## config.mk

```make
export PLATFORM = sky130hd
export DESIGN_NAME = echo_pulse_meter
export DESIGN_NICKNAME = d
export VERILOG_FILES = /design/src/rtl/echo_pulse_meter.sv
export SDC_FILE = /design/constraint.sdc
export NUM_CORES = 1
export LEC_CHECK = 0
export BUFFER_PORTS_ARGS = -buffer_cell sky130_fd_sc_hd__buf_2
export CAP_MARGIN = 5
export CORE_MARGIN = 3
export CORE_UTILIZATION = 30
export DETAILED_ROUTE_END_ITERATION = 10
export PLACE_DENSITY_LB_ADDON = 0.2
export RECOVER_POWER = 100
export SYNTH_ARGS = -nofsm -noshare
export SYNTH_HDL_FRONTEND = slang
export SYNTH_SLANG_ARGS = --single-unit
```

## constraint.sdc

```tcl
create_clock -name clk -period 3.4 [get_ports clk]
set_input_delay 0.34 -clock clk [delete_from_list [all_inputs] [get_ports clk]]
set_output_delay 0.34 -clock clk [all_outputs]
set_load 0.01 [all_outputs]
```

## src/rtl/echo_pulse_meter.sv

```systemverilog
// Measures the high time of an asynchronous echo pulse in prescaled ticks.
// Optional macro ECHO_GLITCH_FILTER_EN adds a FILT_LEN-cycle debounce after the synchronizer.
module echo_pulse_meter #(
    parameter int unsigned TICK_DIV      = 100,
    parameter int unsigned CNT_W         = 16,
    parameter int unsigned TIMEOUT_TICKS = 38000,
    parameter int unsigned FILT_LEN      = 4
) (
    input  logic             clk,
    input  logic             rst,
    input  logic             start,
    input  logic             echo,
    output logic             busy,
    output logic             valid,
    output logic             timeout,
    output logic [CNT_W-1:0] width_ticks
);

    localparam int unsigned PRESC_W = $clog2(TICK_DIV);

    typedef enum logic [1:0] {
        IDLE    = 2'd0,
        ARMED   = 2'd1,
        MEASURE = 2'd2,
        DONE    = 2'd3
    } state_t;

    if (TICK_DIV < 2 || FILT_LEN == 0 || TIMEOUT_TICKS == 0 ||
        64'(TIMEOUT_TICKS) >= (64'd1 << CNT_W)) begin : g_param_check
        $error("echo_pulse_meter: invalid parameter set");
    end

    logic sync1, sync2;
    logic echo_lvl, echo_lvl_d;
    logic rise, fall;

    // Two-flop synchronizer plus delayed level for edge detection
    always_ff @(posedge clk) begin
        if (rst) begin
            sync1      <= 1'b0;
            sync2      <= 1'b0;
            echo_lvl_d <= 1'b0;
        end else begin
            sync1      <= echo;
            sync2      <= sync1;
            echo_lvl_d <= echo_lvl;
        end
    end

`ifdef ECHO_GLITCH_FILTER_EN
    localparam int unsigned FILT_W = $clog2(FILT_LEN + 1);

    logic              filt;
    logic [FILT_W-1:0] filt_cnt;

    // Level follows the synced input only after FILT_LEN consecutive differing cycles
    always_ff @(posedge clk) begin
        if (rst) begin
            filt     <= 1'b0;
            filt_cnt <= '0;
        end else if (sync2 != filt) begin
            if (filt_cnt == FILT_W'(FILT_LEN - 1)) begin
                filt     <= sync2;
                filt_cnt <= '0;
            end else begin
                filt_cnt <= filt_cnt + FILT_W'(1);
            end
        end else begin
            filt_cnt <= '0;
        end
    end

    assign echo_lvl = filt;
`else
    assign echo_lvl = sync2;
`endif

    assign rise = echo_lvl & ~echo_lvl_d;
    assign fall = ~echo_lvl & echo_lvl_d;

    state_t             state, state_next;
    logic [PRESC_W-1:0] presc, presc_next;
    logic [CNT_W-1:0]   cnt, cnt_next, cnt_inc;
    logic               tick;
    logic               busy_next, valid_next, timeout_next;
    logic [CNT_W-1:0]   width_next;

    always_ff @(posedge clk) begin
        if (rst) begin
            state       <= IDLE;
            presc       <= '0;
            cnt         <= '0;
            busy        <= 1'b0;
            valid       <= 1'b0;
            timeout     <= 1'b0;
            width_ticks <= '0;
        end else begin
            state       <= state_next;
            presc       <= presc_next;
            cnt         <= cnt_next;
            busy        <= busy_next;
            valid       <= valid_next;
            timeout     <= timeout_next;
            width_ticks <= width_next;
        end
    end

    assign tick    = (presc == PRESC_W'(TICK_DIV - 1));
    assign cnt_inc = cnt + CNT_W'(tick);

    // Next state, prescaler/tick count and result registers
    always_comb begin
        state_next   = state;
        presc_next   = presc;
        cnt_next     = cnt;
        timeout_next = timeout;
        width_next   = width_ticks;

        if (state == ARMED || state == MEASURE) begin
            presc_next = tick ? '0 : presc + PRESC_W'(1);
            cnt_next   = cnt_inc;
        end

        case (state)
            IDLE: begin
                if (start) begin
                    state_next = ARMED;
                    presc_next = '0;
                    cnt_next   = '0;
                end
            end
            ARMED: begin
                if (rise) begin
                    state_next = MEASURE;
                    presc_next = '0;
                    cnt_next   = '0;
                end else if (tick && cnt == CNT_W'(TIMEOUT_TICKS - 1)) begin
                    state_next   = DONE;
                    timeout_next = 1'b1;
                    width_next   = '0;
                end
            end
            MEASURE: begin
                // A fall on the timeout tick still counts as a real measurement
                if (fall) begin
                    state_next   = DONE;
                    timeout_next = 1'b0;
                    width_next   = cnt_inc;
                end else if (tick && cnt == CNT_W'(TIMEOUT_TICKS - 1)) begin
                    state_next   = DONE;
                    timeout_next = 1'b1;
                    width_next   = CNT_W'(TIMEOUT_TICKS);
                end
            end
            DONE: begin
                state_next = IDLE;
            end
            default: begin
                state_next = IDLE;
            end
        endcase

        busy_next  = (state_next == ARMED) || (state_next == MEASURE);
        valid_next = (state_next == DONE);
    end

endmodule
```

# == Yosys cells after proc, flatten, opt, wreduce, memory -nomap -nowiden ==
# Cells that the tools add are included.
# word_totals
reg_bits,47
word_cells,57
# classes
n_bitwise,4
eq_ne,11
add_sub_neg,2
reduce_logical,7
muxes,23
# ops
op,count
$mux W16,7
$pmux W16 S2,2
$mux W7,4
$add A16 B1 Y16,1
$eq A16 B16 Y1 const B,1
$pmux W7 S2,1
$eq A2 B2 Y1 const B,4
$mux W2,4
$pmux W2 S4,1
$add A7 B1 Y7 const B,1
$eq A7 B7 Y1 const B,1
$eq A2 B1 Y1 const B,2
$reduce_and A4 Y1,1
$mux W1,3
$ne A3 B2 Y1 const B,1
$and A1 B1 Y1,2
$logic_not A2 Y1,1
$logic_or A1 B1 Y1,2
$ne A2 B1 Y1 const B,1
$ne A2 B2 Y1 const B,1
$not A1 Y1,2
$pmux W1 S2,1
$reduce_and A2 Y1,1
$reduce_bool A2 Y1,1
$logic_and A1 B1 Y1,1

# == Depth between registers and ports, before layout ==
# logic_depth
depth_word,7
ltp_mapped,12
depth_no_buf,11

# == Worst setup path before layout ==
# OpenSTA, ideal clock, no wires.
# synth_timing
path_kind,register to register
from,reg presc[0]
to,reg cnt[14]
setup_time_ps,71
synth_period_minus_slack_ps,2462
arrival_ps,2392
n_path_buf,1
required_ps,3329
slack_ps,938
path_stages_with_launch,13
path_cell_list,dfxtp_1 -> ha_1 -> nand4b_1 -> or3_1 -> buf_6 -> inv_1 -> ha_1 -> ha_1 -> nand3_1 -> nor2_1 -> nand2_1 -> or3_1 -> a21oi_1
# synth_between
elab_chain_len,5
elab_cells_between_ends,6
# synth_lines
item,line,rtl
"start, declared",82,"logic [PRESC_W-1:0] presc, presc_next;"
"start signal, assigned",99,presc <= presc_next;
$eq A7 B7 Y1 *,108,assign tick = (presc == PRESC_W'(TICK_DIV - 1));
$add A16 B1 Y16 *,109,assign cnt_inc = cnt + CNT_W'(tick);
$mux W16 *,119,if (state == ARMED || state == MEASURE) begin
"$mux W16, on equally long branches","133, 126",
$pmux W16 S2 *,124,case (state)
"end signal, assigned",100,cnt <= cnt_next;
"end, declared",83,"logic [CNT_W-1:0] cnt, cnt_next, cnt_inc;"
# Mark *: on every way between the ends. The rest lies on a longest branch, timed or not.
# A chain may end at the register's enable or synchronous reset.

# == Final worst setup path ==
# layout_timing
from,reg presc[0]
to,reg width_ticks[5]
# layout_between
elab_chain_len,4
elab_cells_between_ends,8
# layout_lines
item,line,rtl
$eq A7 B7 Y1 *,108,
$add A16 B1 Y16 or $logic_and A1 B1 Y1 (tied branches),"109, 137, 149",
"$mux W16, or another cell as far along",145,if (fall) begin
$pmux W16 S2 or $reduce_and A4 Y1 (tied branches),-,
"end signal, assigned",104,width_ticks <= width_next;
"end, declared",16,output logic [CNT_W-1:0] width_ticks
# Marks and branches as above.

==> results by group <==
Critical path
  – Crit path cell chain: ha_1 > nand4b_1 > or3_1 > o31ai_2 > o211ai_1 > a21oi_1
  – Worst-path maximum fanout: 17
  – Largest stage delay, worst path: 1.13 ns
  – Slowest cell on crit path: o31ai_2
  – R2r setup slk: 0.63 ns
  – Worst path bufs/invs: 0
  – Arrival time of the worst setup path: 2.99 ns
  – Critical Path Source Type: register
  – Crit path capture type: register
  – Crit-path leading delay family: compound AO/OA/AOI/OAI gates
  – Critical Path RT: 3.62 ns
  – Stages on worst setup path: 6
  – WS Path Type: register to register
  – R2R depth: 6

Clock tree
  – Post CTS Setup Buffer Count: 0
  – Gates resized, CTS repair: 0
  – TritonCTS clock tree: yes
  – Clock Path Buffers: 2
  – Clock Tree Root: clkbuf_8
  – Clk sinks: 47
  – Clk_lat worst skew: 0.30 ns
  – CTS Buf Count: 5
  – Reg clk slew, reported paths: 0.09 ns
  – Hold buffers post-CTS: 0
  – H-tree depth: 2

Yosys
  – Async SR Flop Fraction: 0%
  – Netlist Area Pre-Place: 2360 um2
  – Cells after synthesis: 265
  – Compound-gate portion of the synthesized area: 10.5%
  – Synth Area in XOR/XNOR: 11.5%
  – Mapped Avg Cell Area: 8.91 um2
  – Post-Synth Adder-Cell Area: 3.71%
  – Synth Warn #: 0
  – Post-synth EDFFs: 0
  – Mux share of post-synthesis cell area: 2.97%
  – Synth unique cells: 42
  – Most used DFF post-synth: dfxtp_1
  – Post-synthesis simple-gate area fraction: 26.2%
  – Number of synthesized register bits: 47
  – Syn_nets: 276
  – Register area share after synthesis: 39.9%
  – Largest family of logic cells by synthesized area: simple AND/OR/NAND/NOR gates

Detailed routing
  – Final ANT Viol Nets: 0
  – Initial DRC count: 123
  – WL/cell: 13.3 um
  – Post-Route WL: 5020 um
  – 1st-pass router iterations: 4
  – Vias per inst: 4.83
  – Via count: 1825
  – Drt drc: 0

Finish
  – Commonest cells after routing, fill and taps aside: 47 x dfxtp_1, 32 x nor2_1, 23 x nand2_1
  – Synthesis-to-finish area growth: 8.32%
  – Final core occ: 34.3%
  – Most common cell after layout, fill and taps aside: dfxtp_1
  – # fillers: 792
  – Share of cells above drive strength 1: 5.38%
  – # nets final: 289
  – Number of diodes: 0

Placement
  – # port buffers: 22
  – Hpwl dp: 3620 um
  – GPL Wtd Cong: 0.804

Global routing
  – Gr usage total: 11.9%
  – Largest net degree at the start of global routing: 25
  – Initial antenna violation count: 0
  – GRT overflow: 0
  – First-pass GRT wire length: 8480 um
  – Vias in the first global route: 1720

Floorplan
  – Initial Util: 31.7%
  – Die area: 8970 um2
  – Row count: 31
  – Die span in y: 94.7 um
  – Die Width: 94.7 um
  – Core Region: 7450 um2
  – # IOs: 23

Power and ir drop
  – Power per cell area: 417 nW/um2
  – Flop pwr share: 53.4%
  – Clock network power share: 34.7%
  – Total power: 1.07 mW
  – Internal power component: 0.790 mW
  – Comb power frac: 11.9%
  – Pleak: 0.860 nW
  – Net Sw Power: 0.276 mW
  – Switching share of power: 25.9%
  – Peak supply drop: 0.133 mV

Status
  – Status: finished clean

STA
  – Clock skew: 0.00514 ns
  – RSZ-0062 raised after global routing: false
  – Pins Over Slew Limit: 0
  – Final hold vios: 0
  – FMAX: 361 MHz
  – Fin crit period: 2.77 ns
  – Final setup TNS: 0 ns
  – Least-Margin Pin Slew: 1.32 ns
  – Slew Limit Headroom: 11.2%
  – Setup violators final: 0
  – Tcrit/Tclk final: 81.5%

Worst hold path
  – Hold Path Stages: 2
  – Worst hold path class: input pin to register

Flow run
  – Max Cap Viol: 0
-- cell families after synthesis --
| family | count (synthesis) |
|---|---|
| buffers and inverters | 25 |
| AOI/OAI and AO/OA | 35 |
| DFF | 47 |
| xor gates and xnor gates | 31 |
| adders and majority gates | 7 |
| and+or+nand+nor | 113 |
| muxes | 7 |
-- metrics by stage --
stage / cells / instance area [um2] / setup WS [ns] / hold slack, ns
finish: 378 / 2560 / 0.628 / 0.261
detailed placement: 370 / 2510 / 0.639 / 0.445
floorplan: 265 / 2360 / 0.938 / 0.412
global route: 378 / 2560 / 0.318 / 0.266
global placement: 370 / 2510 / 0.741 / 0.440
CTS: 378 / 2610 / 0.601 / 0.254
-- layer usage --
layer / wire (um) / GRT usage (%)
met5: 0 / 0
met4: 82 / 4.33
met3: 186 / 2.47
met2: 2190 / 18.6
met1: 2560 / 16.1
-- synthesized netlist by cell type (all sizes together), types with 3 or more instances --
library cell / instances / area share, %
dfxtp: 47 / 40
nand2: 23 / 3.7
o32ai: 7 / 2.6
nand3: 6 / 1.5
xor2: 19 / 7.0
or3: 4 / 1.1
inv: 8 / 1.3
mux2i: 7 / 3.0
nor4: 3 / 1.1
clkbuf: 8 / 1.3
nand4: 11 / 3.2
o211ai: 6 / 1.9
o21ai: 6 / 1.3
nor2b: 5 / 1.3
nand2b: 4 / 1.1
and3: 6 / 1.6
nor2: 32 / 5.1
xnor2: 12 / 4.5
nand3b: 6 / 1.9
ha: 7 / 3.7
and4: 3 / 1.1
nor3: 4 / 1.3
buf: 9 / 2.7
a21oi: 11 / 2.5
-- power groups by stage --
stage | registers [mW] | clock network, mW | logic [mW]
2_1_floorplan | 0.582 | 0 | 0.0989
3_3_place_gp | 0.581 | 0 | 0.133
6_report | 0.569 | 0.369 | 0.127
5_1_grt | 0.571 | 0.408 | 0.142
3_5_place_dp | 0.581 | 0 | 0.132
4_1_cts | 0.569 | 0.388 | 0.132
-- layout make-up --
cell class,count,area [um2],area share [%]
Sequential cell,47,941,36.8
Clock buffer,8,100,3.91
Tap cell,99,124,4.84
Timing Repair Buffer,23,92.6,3.62
Multi-Input combinational cell,193,1270,49.7
Inverter,8,30.0,1.17
-- flip-flops by register name (all words and copies together) (netlist names) --
register and count:
valid 1, width_ticks 16, state 2, echo_lvl 1
cnt 16, echo_lvl_d 1, presc 7, busy 1
timeout 1, sync1 1
-- final timing paths --
kind,startpoint,endpoint
max,presc[0]$_SDFF_PP0_,width_ticks[5]$_SDFFE_PP0P_
min,echo,sync1$_SDFF_PP0_
max reg2reg,presc[0]$_SDFF_PP0_,width_ticks[5]$_SDFFE_PP0P_
min reg2reg,width_ticks[15]$_SDFFE_PP0P_,width_ticks[15]$_SDFFE_PP0P_
Power figures use the tool's default switching activity.
